[config.mk]
export PLATFORM = sky130hd
export DESIGN_NAME = multiplier_radix2_mult_pipe
export DESIGN_NICKNAME = d
export VERILOG_FILES = /design/src/rtl/multiplier_radix2_mult_pipe.sv
export SDC_FILE = /design/constraint.sdc
export NUM_CORES = 1
export LEC_CHECK = 0
export CORE_UTILIZATION = 56
export CTS_BUF_LIST = sky130_fd_sc_hd__clkbuf_8
export DETAILED_ROUTE_END_ITERATION = 16
export GPL_TIMING_DRIVEN = 0
export PLACE_DENSITY = 0.76
export SETUP_SLACK_MARGIN = 0.5
export SYNTH_ARGS = -nofsm -noshare
export SYNTH_HDL_FRONTEND = slang
export SYNTH_SLANG_ARGS = --single-unit
export TNS_END_PERCENT = 10
[constraint.sdc]
create_clock -name clk -period 10.18 [get_ports clk]
set_input_delay 1.018 -clock clk [delete_from_list [all_inputs] [get_ports clk]]
set_output_delay 1.018 -clock clk [all_outputs]
set_load 0.005 [all_outputs]
[src/rtl/multiplier_radix2_mult_pipe.sv]
// multiplier_radix2_mult_pipe: pipelined radix-2 Baugh-Wooley array multiplier with val/rdy handshaking.
// Optional feature: define MULT_ACC_EN to add the req_acc port and a result accumulator.
module multiplier_radix2_mult_pipe #(
    parameter  int X_WIDTH    = 8,
    parameter  int Y_WIDTH    = 8,
    parameter  int NUM_STAGES = 2,
    localparam int P_WIDTH    = X_WIDTH + Y_WIDTH
) (
    input  logic               clk,
    input  logic               reset,
    input  logic               req_val,
    output logic               req_rdy,
    input  logic [X_WIDTH-1:0] req_x,
    input  logic [Y_WIDTH-1:0] req_y,
    input  logic               req_signed,
`ifdef MULT_ACC_EN
    input  logic               req_acc,
`endif
    output logic               resp_val,
    input  logic               resp_rdy,
    output logic [P_WIDTH-1:0] resp_p
);
    localparam int ROWS = X_WIDTH + 1;
    localparam int RPS  = (ROWS + NUM_STAGES - 1) / NUM_STAGES;
    // Baugh-Wooley correction terms for the complemented last row/column; with square operands the
    // first two fold into the row-1 top-column 1 and the last one is the final-row MSB 1.
    localparam logic [P_WIDTH-1:0] BW_CONST = (P_WIDTH'(1) << (X_WIDTH - 1))
                                            + (P_WIDTH'(1) << (Y_WIDTH - 1))
                                            + (P_WIDTH'(1) << (P_WIDTH - 1));

    typedef struct packed {
        logic               val;
        logic               sg;
        logic               acc;
        logic [X_WIDTH-1:0] x;
        logic [Y_WIDTH-1:0] y;
        logic [P_WIDTH-1:0] s;
        logic [P_WIDTH-1:0] c;
    } stage_t;

    stage_t                r_stg [NUM_STAGES];
    stage_t                w_src [NUM_STAGES+1];
    stage_t                w_nxt [NUM_STAGES];
    logic [NUM_STAGES-1:0] w_en;
    logic                  w_unused;

    // Apply the array rows owned by stage g: carry-save partial-product rows, then the final ripple row.
    function automatic stage_t advance(input stage_t d, input int g);
        stage_t             o;
        logic [P_WIDTH-1:0] pp;
        o = d;
        for (int r = 0; r < ROWS; r++) begin
            if (r >= g * RPS && r < (g + 1) * RPS) begin
                if (r < X_WIDTH) begin
                    pp = '0;
                    for (int k = 0; k < Y_WIDTH; k++)
                        pp[r+k] = (o.x[r] & o.y[k]) ^ (o.sg && ((k == Y_WIDTH - 1) != (r == X_WIDTH - 1)));
                    {o.s, o.c} = {o.s ^ o.c ^ pp, ((o.s & o.c) | (o.s & pp) | (o.c & pp)) << 1};
                end else begin
                    o.s = o.s + o.c;
                    o.c = '0;
                end
            end
        end
        return o;
    endfunction

    // Stage inputs: the request enters stage 0, each later stage is fed by its predecessor's register.
    always_comb begin
        w_src[0]     = '0;
        w_src[0].val = req_val;
        w_src[0].sg  = req_signed;
`ifdef MULT_ACC_EN
        w_src[0].acc = req_acc;
`endif
        w_src[0].x   = req_x;
        w_src[0].y   = req_y;
        w_src[0].s   = req_signed ? BW_CONST : '0;
        for (int i = 0; i < NUM_STAGES; i++) begin
            w_nxt[i]   = advance(w_src[i], i);
            w_src[i+1] = r_stg[i];
        end
    end

    // A stage may load when it is empty or its contents move on; empty stages never block upstream.
    always_comb begin
        w_en[NUM_STAGES-1] = !r_stg[NUM_STAGES-1].val || resp_rdy;
        for (int i = NUM_STAGES - 2; i >= 0; i--)
            w_en[i] = !r_stg[i].val || w_en[i+1];
    end

    // Stage registers; asynchronous reset discards every in-flight transaction.
    always_ff @(posedge clk or negedge reset) begin
        if (!reset) begin
            for (int i = 0; i < NUM_STAGES; i++)
                r_stg[i] <= '0;
        end else begin
            for (int i = 0; i < NUM_STAGES; i++)
                if (w_en[i]) r_stg[i] <= w_nxt[i];
        end
    end

    assign req_rdy  = w_en[0];
    assign resp_val = r_stg[NUM_STAGES-1].val;
    assign w_unused = ^w_src[NUM_STAGES];

`ifdef MULT_ACC_EN
    logic [P_WIDTH-1:0] r_accum;

    assign resp_p = r_stg[NUM_STAGES-1].acc ? r_stg[NUM_STAGES-1].s + r_accum : r_stg[NUM_STAGES-1].s;

    // Accumulator captures each result only when it is handed off.
    always_ff @(posedge clk or negedge reset) begin
        if (!reset) r_accum <= '0;
        else if (resp_val && resp_rdy) r_accum <= resp_p;
    end
`else
    assign resp_p = r_stg[NUM_STAGES-1].s;
`endif
endmodule
## After elaboration in Yosys (flattened, before gate mapping)

Index checks and enable logic that the tools add are counted.

- Reductions and logical operators: 4
- Bitwise logic cells: 129
- Add/sub/neg operators: 1
- Muxes and demuxes: 1

Operator list:

| kind | count |
|---|---|
| OR 15 bit | 14 |
| bitwise AND 15 bit | 9 |
| XOR 16 bit | 7 |
| bitwise AND 1 bit | 64 |
| bitwise AND 15 x 10 -> 15 bit | 2 |
| bitwise AND 15 x 11 -> 15 bit | 2 |
| bitwise AND 15 x 12 -> 15 bit | 2 |
| bitwise AND 15 x 13 -> 15 bit | 2 |
| bitwise AND 15 x 14 -> 15 bit | 2 |
| bitwise AND 15 x 9 -> 15 bit | 2 |
| adder 16 bit | 1 |
| two-way mux 16 bit | 1 |
| XOR 16 x 10 -> 16 bit | 1 |
| XOR 16 x 11 -> 16 bit | 1 |
| XOR 16 x 12 -> 16 bit | 1 |
| XOR 16 x 13 -> 16 bit | 1 |
| XOR 16 x 14 -> 16 bit | 1 |
| XOR 16 x 15 -> 16 bit | 1 |
| XOR 16 x 8 -> 16 bit | 1 |
| XOR 16 x 9 -> 16 bit | 1 |
| bitwise AND 15 x 8 -> 15 bit | 1 |
| XOR 1 bit | 14 |
| zero test 1 bit | 2 |
| logical OR 1 bit | 2 |

- Output and inout bits: 18
- Register bits: 66

## Longest topological paths before layout

Gate-level depths: netlist of run 1.

- Word-level depth: 15
- Mapped depth: 13
- Gate-level depth less buffers: 13

## Least setup slack after synthesis of run 1

OpenSTA, ideal clock, no wires.

- Kind: input to register
- From: input req_signed
- To: register r_stg[74] (netlist name)
- Required time: 10055 ps
- Path slack: 6732 ps
- Arrival: 3323 ps
- Stages: 9
- Library setup time: 125 ps
- Path through: clkbuf_1 -> xnor2_1 -> ha_1 -> inv_1 -> fa_1 -> fa_1 -> inv_1 -> fa_1 -> mux2_2

RTL lines:

| what | RTL line | RTL |
|---|---|---|
| start: declaration | 15 | `input logic req_signed,` |
| end signal: indexed assignment | 99 | `if (w_en[i]) r_stg[i] <= w_nxt[i];` |
| end: declaration | 41 | `stage_t r_stg [NUM_STAGES];` |

==> results.md, run 1 <==
* Status: completed
* Syn nets at 475
* GRT Residual Overflow at 0
* Crit start category: input pin
* Worst skew pair latency at 300 ps
* TritonCTS clock tree: done
* Worst rel slew slack at 64.1%
* WL per Instance at between 10 and 15 um
* Final wirelength at just under 7 mm
* # IOs at 39
* R2R Setup Slk at 6560 ps
* Total Negative Setup Slacks at 0 ps
* Post-synthesis cell type count at 40
* Worst hold slack at 475 ps
* Total track usage at 20.8%
* Worst Path Max Fanout at 6
* CP startpoint: req_signed
* Share of the synthesized area in the top cell type at between 30 and 40%
* Critical path endpoint category: register
* DR DRC count at 0
* Slew @ Worst Pin at 538 ps
* Die H at approximately 87 um
* Vias/cell at between 4 and 5
* Antenna cells at 0
* Antenna Violating Nets Remaining at 0
* CTS HTree Levels at 2
* Syn Inst Count at 390
* Max VDD drop at approximately 0.0002 V
* Synth-to-layout area growth at 15.3%
* DRT iter0 DRCs at approximately 110
* Die Area at approximately 7500 um^2
* Vias in the first global route at about 2700
* Initial antenna violation count at 0
* #FFs+latches synth at 50
* Core ar. at around 6900 um^2
* Post-CTS Setup Bufs at 0
* Minimum clock period at 3780 ps
* Hold path startpoint: resp_p[2]$_DFFE_PN0P_
* Top cell by count, worst path: fa_1
* Crit-path max cell delay at approximately 490 ps
* Period utilisation layout at a little under two fifths
* Clock Skews at 9.53 ps
* Async set-reset flop share out of synthesis at 100%
* Post-synth top area cell: dfrtp_1
* P_leak at approximately 2.2 nW
* Initial Util at 58.6%
* Crit-path cells: clkdlybuf4s50_1 > clkbuf_1 > xnor2_1 > ha_1 > inv_1 > fa_1 > fa_1 > inv_1 > fa_1 > mux2_2
* Avg Inst Size Synth at around 10 um^2
* Post-layout total power at between 1 and 1.5 mW
* Total number of vias at between 2000 and 3000
* Die X at between 80 and 90 um
* Total CTS buffers at 5
* Row count at 30
* Crit path max-delay cell type: fa_1
* Endpoints failing setup at 0
* Largest net degree at the start of global routing at 29
* Gpl congestion at ~0.84
* Sequential share of the synthesized area at a little under a third
* Reg-to-Reg Start: r_stg[96]$_DFFE_PN0P_
* Root Buffer: clkbuf_8
* Pre-antenna DRT Iters at 4
* Hold buffers post-CTS at 0
* Max Cap Viol at 0
* Main synth FF type: dfrtp_1
* FILL cells at about 540
* Warnings, synthesis at 0
* PD cells at 255 nW/um^2
* Clk sinks at 50
* Setup CP Type: in -> reg
* Bufs on Longest Clock Path at 2
* First-pass GRT wire length at about 12 mm
* Layout cell share with drive strength beyond 1 at a little over an eighth
* Max-slew violation count at 0
* Area contributors post-synth: dfrtp_1 31%, fa_1 21%, ha_1 6.5%
* PortBufs at 36
* RSZ-0062 raised after global routing: false
* Hold Vio Cnt, Final at 0
* Worst Path Required at ~10000 ps
* Synthesized area at roughly 4000 um^2
* Post_cts resized at 0
* Number of synthesized flops with an enable pin at 0
* Total Nets Final at a little over 500
* Final design area excluding fillers at 4640 um^2
* Clock transition at path regs at roughly 100 ps
* Final HPWL from detailed placement at around 5.6 mm
* Worst Hold Class: reg -> reg
* Cell area after placement at around 4500 um^2
* Max Fclk at between 200 and 300 MHz
* Crit path DAT at around 4000 ps
## cell families (layout without fill, tap and decap cells)
logic type / Yosys count / after routing / synth area share [%]
AOI/OAI and AO/OA: 25 / 25 / 4.10
xor gates and xnor gates: 16 / 16 / 3.48
adders and majority gates: 64 / 64 / 27.9
buffers and inverters: 87 / 132 / 10.4
DFF: 50 / 50 / 31.1
muxes: 31 / 31 / 8.73
and+or+nand+nor: 117 / 117 / 14.2
## report_power, final
| part | switching, mW | internal [mW] | leakage (nW) | total, mW |
|---|---|---|---|---|
| Combinational | 0.367 | 0.369 | 1.55 | 0.736 |
| Clock | 0.0688 | 0.0809 | 0.0618 | 0.150 |
| Sequential | 0.0392 | 0.260 | 0.598 | 0.299 |
## synth_stat cells, types with 2 or more instances
cell type   n
dfrtp_1    50
mux2_1      8
buf_6       3
nand2b_1    3
nor2b_1     2
nor2_1      7
xor2_1      3
nor4_1      2
clkbuf_1    5
fa_1       43
o31a_1      2
ha_1       21
a211oi_1    5
xnor2_1    13
mux2_2     21
buf_4      18
buf_2       3
nor3b_1     3
and2_1     29
o21ai_0     3
a21oi_1     7
nand2_1    59
inv_1      57
nand3_1     6
a21o_1      2
## per-layer routing
layer | wire, um | vias to the layer above | track usage (%)
li1 | - | 1292 | -
met1 | 3090 | 1303 | 26.6
met2 | 3460 | 48 | 37.3
met3 | 180 | 9 | 3.33
met4 | 65 | 0 | 4.39
met5 | 0 | - | 0
## sequential cells by signal, indices dropped and copies added, names as in the netlist
signal and count:
r_stg 33, resp_val 1, resp_p 16
## worst max-delay path: cells and delay by family
kind                     cells  cell delay [ps]
adder cells (fa/ha/maj)      4             1640
XOR/XNOR                     1              130
multiplexers                 1              270
buffers and inverters        4              920
## cell usage in the layout, fill, tap and decap left out, types with 2 or more instances in the layout
cell and count:
mux2_1 8, and2_1 29, nor3b_1 3, clkdlybuf4s50_1 35, buf_2 4, buf_4 18, nand2b_1 3, inv_1 57
o31a_1 2, ha_1 21, nor2b_1 2, nor2_1 7, clkbuf_1 5, mux2_2 21, fa_1 43, xnor2_1 13
o21ai_0 3, a211oi_1 5, xor2_1 3, a21o_1 2, clkbuf_8 6, nand3_1 6, dfrtp_1 50, buf_6 3
nand2_1 59, a21oi_1 7, nor4_1 2
## layout make-up
cell class,count,area (um^2),share of cell area (%)
buffer,30,206,4.45
clock buffer,6,82.6,1.78
clock inverter,2,38.8,0.836
inverter,57,214,4.61
multi-input combinational,253,2350,50.7
sequential,50,1250,27.0
tap,96,120,2.59
timing repair buffer,37,375,8.09
## through the flow
step,util [%],cells,setup slack (ps)
finish,67.6,531,6400
global route,67.6,531,6240
CTS,67.6,531,6390
global placement,65.6,522,6100
floorplan,-,390,6730
detailed placement,65.8,523,6070
## worst paths after layout
path | endpoint | cells past startpoint
setup / recovery | r_stg[74]$_DFFE_PN0P_ | 10
hold / removal | resp_p[2]$_DFFE_PN0P_ | 2
setup reg to reg | resp_p[12]$_DFFE_PN0P_ | 13
hold reg to reg | resp_p[2]$_DFFE_PN0P_ | 2
max in group asynchronous | r_stg[82]$_DFFE_PN0P_ | 2
min in group asynchronous | resp_p[3]$_DFFE_PN0P_ | 1
(Power assumes the default switching activity.)
==> run 2: changes to the inputs <==
--- a/config.mk
+++ b/config.mk
@@ -5,11 +5,11 @@
 export SDC_FILE = /design/constraint.sdc
 export NUM_CORES = 1
 export LEC_CHECK = 0
-export CORE_UTILIZATION = 56
+export CORE_UTILIZATION = 54
 export CTS_BUF_LIST = sky130_fd_sc_hd__clkbuf_8
 export DETAILED_ROUTE_END_ITERATION = 16
 export GPL_TIMING_DRIVEN = 0
-export PLACE_DENSITY = 0.76
+export PLACE_DENSITY = 0.77
 export SETUP_SLACK_MARGIN = 0.5
 export SYNTH_ARGS = -nofsm -noshare
 export SYNTH_HDL_FRONTEND = slang
==> constraint.sdc (replaced) <==
create_clock -name clk -period 3.45 [get_ports clk]
set_input_delay 0.345 -clock clk [delete_from_list [all_inputs] [get_ports clk]]
set_output_delay 0.345 -clock clk [all_outputs]
set_load 0.005 [all_outputs]
==> run 2 against run 1 <==
The flow now finishes with violations (negative setup slack); largest cell class unchanged; routed wire length increased by 13%; combinational power increased to 3.7 times the previous value; non-clock buffer count increased by 4; register-to-register slack got worse by 6600 ps; critical path depth increased by 3; count of clock-buffer cells in the layout decreased by 1; highest routed layer unchanged.
==> results.md, run 2 (synthesis gave the netlist of run 1 again) <==
* Status: finished, violations left
* Violated checks: negative setup slack
* Max Cap Viol at 0
* Worst skew pair latency at ~300 ps
* TritonCTS clock tree: done
* RSZ-0062 raised after global routing: true
* Critical path endpoint category: register
* Max VDD drop at ~0.00064 V
* PortBufs at 36
* Vias/cell at ~5.1
* Crit start category: register
* Die H at roughly 90 um
* CTS HTree Levels at 2
* Minimum clock period at roughly 3500 ps
* Core ar. at 7210 um^2
* Synth-to-layout area growth at 19.5%
* Final HPWL from detailed placement at between 5 and 6 mm
* Clock Skews at between 4 and 5 ps
* Total track usage at a little under a quarter
* Int Pwr at between 2 and 2.5 mW
* Total Negative Setup Slacks at -84.3 ps
* DR DRC count at 0
* Die X at 88.3 um
* Gate power share at between 60% and 70%
* Post-Layout Cell Count at 538
* Bufs on Longest Clock Path at 2
* Vias in the first global route at around 3000
* Row count at 31
* Max-slew violation count at 0
* Sw Ratio at about two fifths
* Largest net degree at the start of global routing at 35
* Crit-path max cell delay at around 550 ps
* # IOs at 39
* P_leak at about 2.3 nW
* First-pass GRT wire length at 13.5 mm
* Antenna cells at 0
* Final wirelength at about 7.7 mm
* Slew @ Worst Pin at 495 ps
* Max Fclk at 286 MHz
* Clk sinks at 50
* Layout cell share with drive strength beyond 1 at between 15 and 20%
* Clock transition at path regs at ~90 ps
* Pre-antenna DRT Iters at 4
* Largest register FFs at 33
* Number of cells after detailed placement at between 500 and 600
* Worst Path Required at 3640 ps
* Commonest non-fill, non-tap cell in the layout: nand2_1
* Initial antenna violation count at 0
* Worst Hold Class: in -> reg
* Setup CP Type: reg -> reg
* DRT iter0 DRCs at between 90 and 100
* Top cell by count, worst path: fa_1
* FILL cells at approximately 590
* Crit path DAT at about 3700 ps
* Net Switching at around 1.6 mW
* Clock group share of total power at between 10% and 20%
* Worst setup margin at -45.5 ps
* Endpoints failing setup at 2
* Total number of vias at between 2000 and 3000
* Area of the multi-input gates at around 2400 um^2
* GRT Residual Overflow at 0
* Gpl congestion at about 0.8
* Root Buffer: clkbuf_8
* Worst rel slew slack at about 67%
* Total Nets Final at about 520
* Core Util, Final at ~67%
* Reg power frac at 21.7%
* Period utilisation layout at 101%
* Crit path max-delay cell type: fa_1
* Die Area at slightly below 8000 um^2
* Register with the most flip-flops: r_stg
* Antenna Violating Nets Remaining at 0
* Hold Vio Cnt, Final at 0
* Total CTS buffers at 5
* Worst Path Max Fanout at 7
* Initial Util at 55.8%
* PD cells at 847 nW/um^2
* FF+latch area at 1250 um^2
* Most frequent cells in the layout: 59 x nand2_1, 55 x inv_1, 49 x dfrtp_1, 41 x fa_1, 28 x and2_1
* WL per Instance at around 14 um
* Crit-path cells: and2_4 > fa_1 > inv_2 > fa_1 > inv_1 > fa_1 > ha_4 > inv_2 > fa_2 > nor2b_1 > o31a_1 > or3_1 > nand3_1
-- run 2: cell count changes in the layout (fill, tap and decap cells not counted), moves of 3 or more --
cell             before  now
dlymetal6s2s_1        0    8
clkdlybuf4s50_1      35   27
buf_4                18   21
ha_4                  0    4
ha_1                 21   17
-- run 2: area by class of cell --
| class | count | share of cell area (%) |
|---|---|---|
| timing repair buffer | 41 | 8.89 |
| multi-input combinational | 253 | 50.7 |
| inverter | 57 | 4.45 |
| tap | 99 | 2.57 |
| buffer | 30 | 4.50 |
| clock inverter | 3 | 1.43 |
| clock buffer | 5 | 1.43 |
| sequential | 50 | 26.0 |
-- run 2: path summary, 6_finish.rpt --
| kind | start | endpoint | slack, ps | cells past startpoint |
|---|---|---|---|---|
| worst min-delay path | req_y[2] | r_stg[85]$_DFFE_PN0P_ | 410 | 2 |
| worst max-delay path | r_stg[96]$_DFFE_PN0P_ | resp_p[14]$_DFFE_PN0P_ | -50 | 13 |
| min in group asynchronous | reset | resp_p[4]$_DFFE_PN0P_ | 500 | 2 |
| worst max register to register | r_stg[96]$_DFFE_PN0P_ | resp_p[14]$_DFFE_PN0P_ | -50 | 13 |
| max in group asynchronous | reset | r_stg[87]$_DFFE_PN0P_ | 2440 | 3 |
| worst min register to register | resp_p[0]$_DFFE_PN0P_ | resp_p[0]$_DFFE_PN0P_ | 470 | 2 |
-- run 2: through the flow --
step	instance area (um^2)	hold WS [ps]	power, mW	setup WS [ps]
after floorplan	4030	49.4	2.49	214
after global placement	4510	451	3.00	-22.8
after detailed placement	4530	304	3.13	-133
after CTS	4770	479	3.96	17.5
after global routing	4810	430	4.42	-133
final	4810	408	4.07	-45.5
-- run 2: power groups by stage --
stage	clock [mW]	sequential (mW)	combinational [mW]
floorplan	0	0.862	1.63
global placement	0	0.887	2.11
detailed placement	0	0.899	2.23
CTS	0.500	0.887	2.58
global route	0.526	0.912	2.98
finish	0.491	0.883	2.70
-- run 2: what timing repair did --
action / in CTS / in global routing
endpoints found under the hold margin: 16 / 0
endpoints found under the setup margin: 19 / 20
gates resized for setup: 9 / 19
hold buffers: 1 / 0
setup buffers: 3 / 0
pin swaps: 7 / 3
-- run 2: worst max-delay path: cells and delay by family, from the launching register on --
| family | cells | cell delay [ps] |
|---|---|---|
| compound gates | 1 | 220 |
| fa+ha+maj | 5 | 2030 |
| buf+inv | 3 | 130 |
| flops | 1 | 470 |
| simple gates | 4 | 520 |
-- run 2: routing by layer --
layer	part of all wire (%)	vias to the layer above	global-route usage, %	wire length (um)
met3	2.7	17	3.26	205
met1	42	1355	27.0	3240
met4	2.4	0	9.24	187
met2	53	48	42.0	4040
li1	-	1298	-	-
met5	0	-	0	0
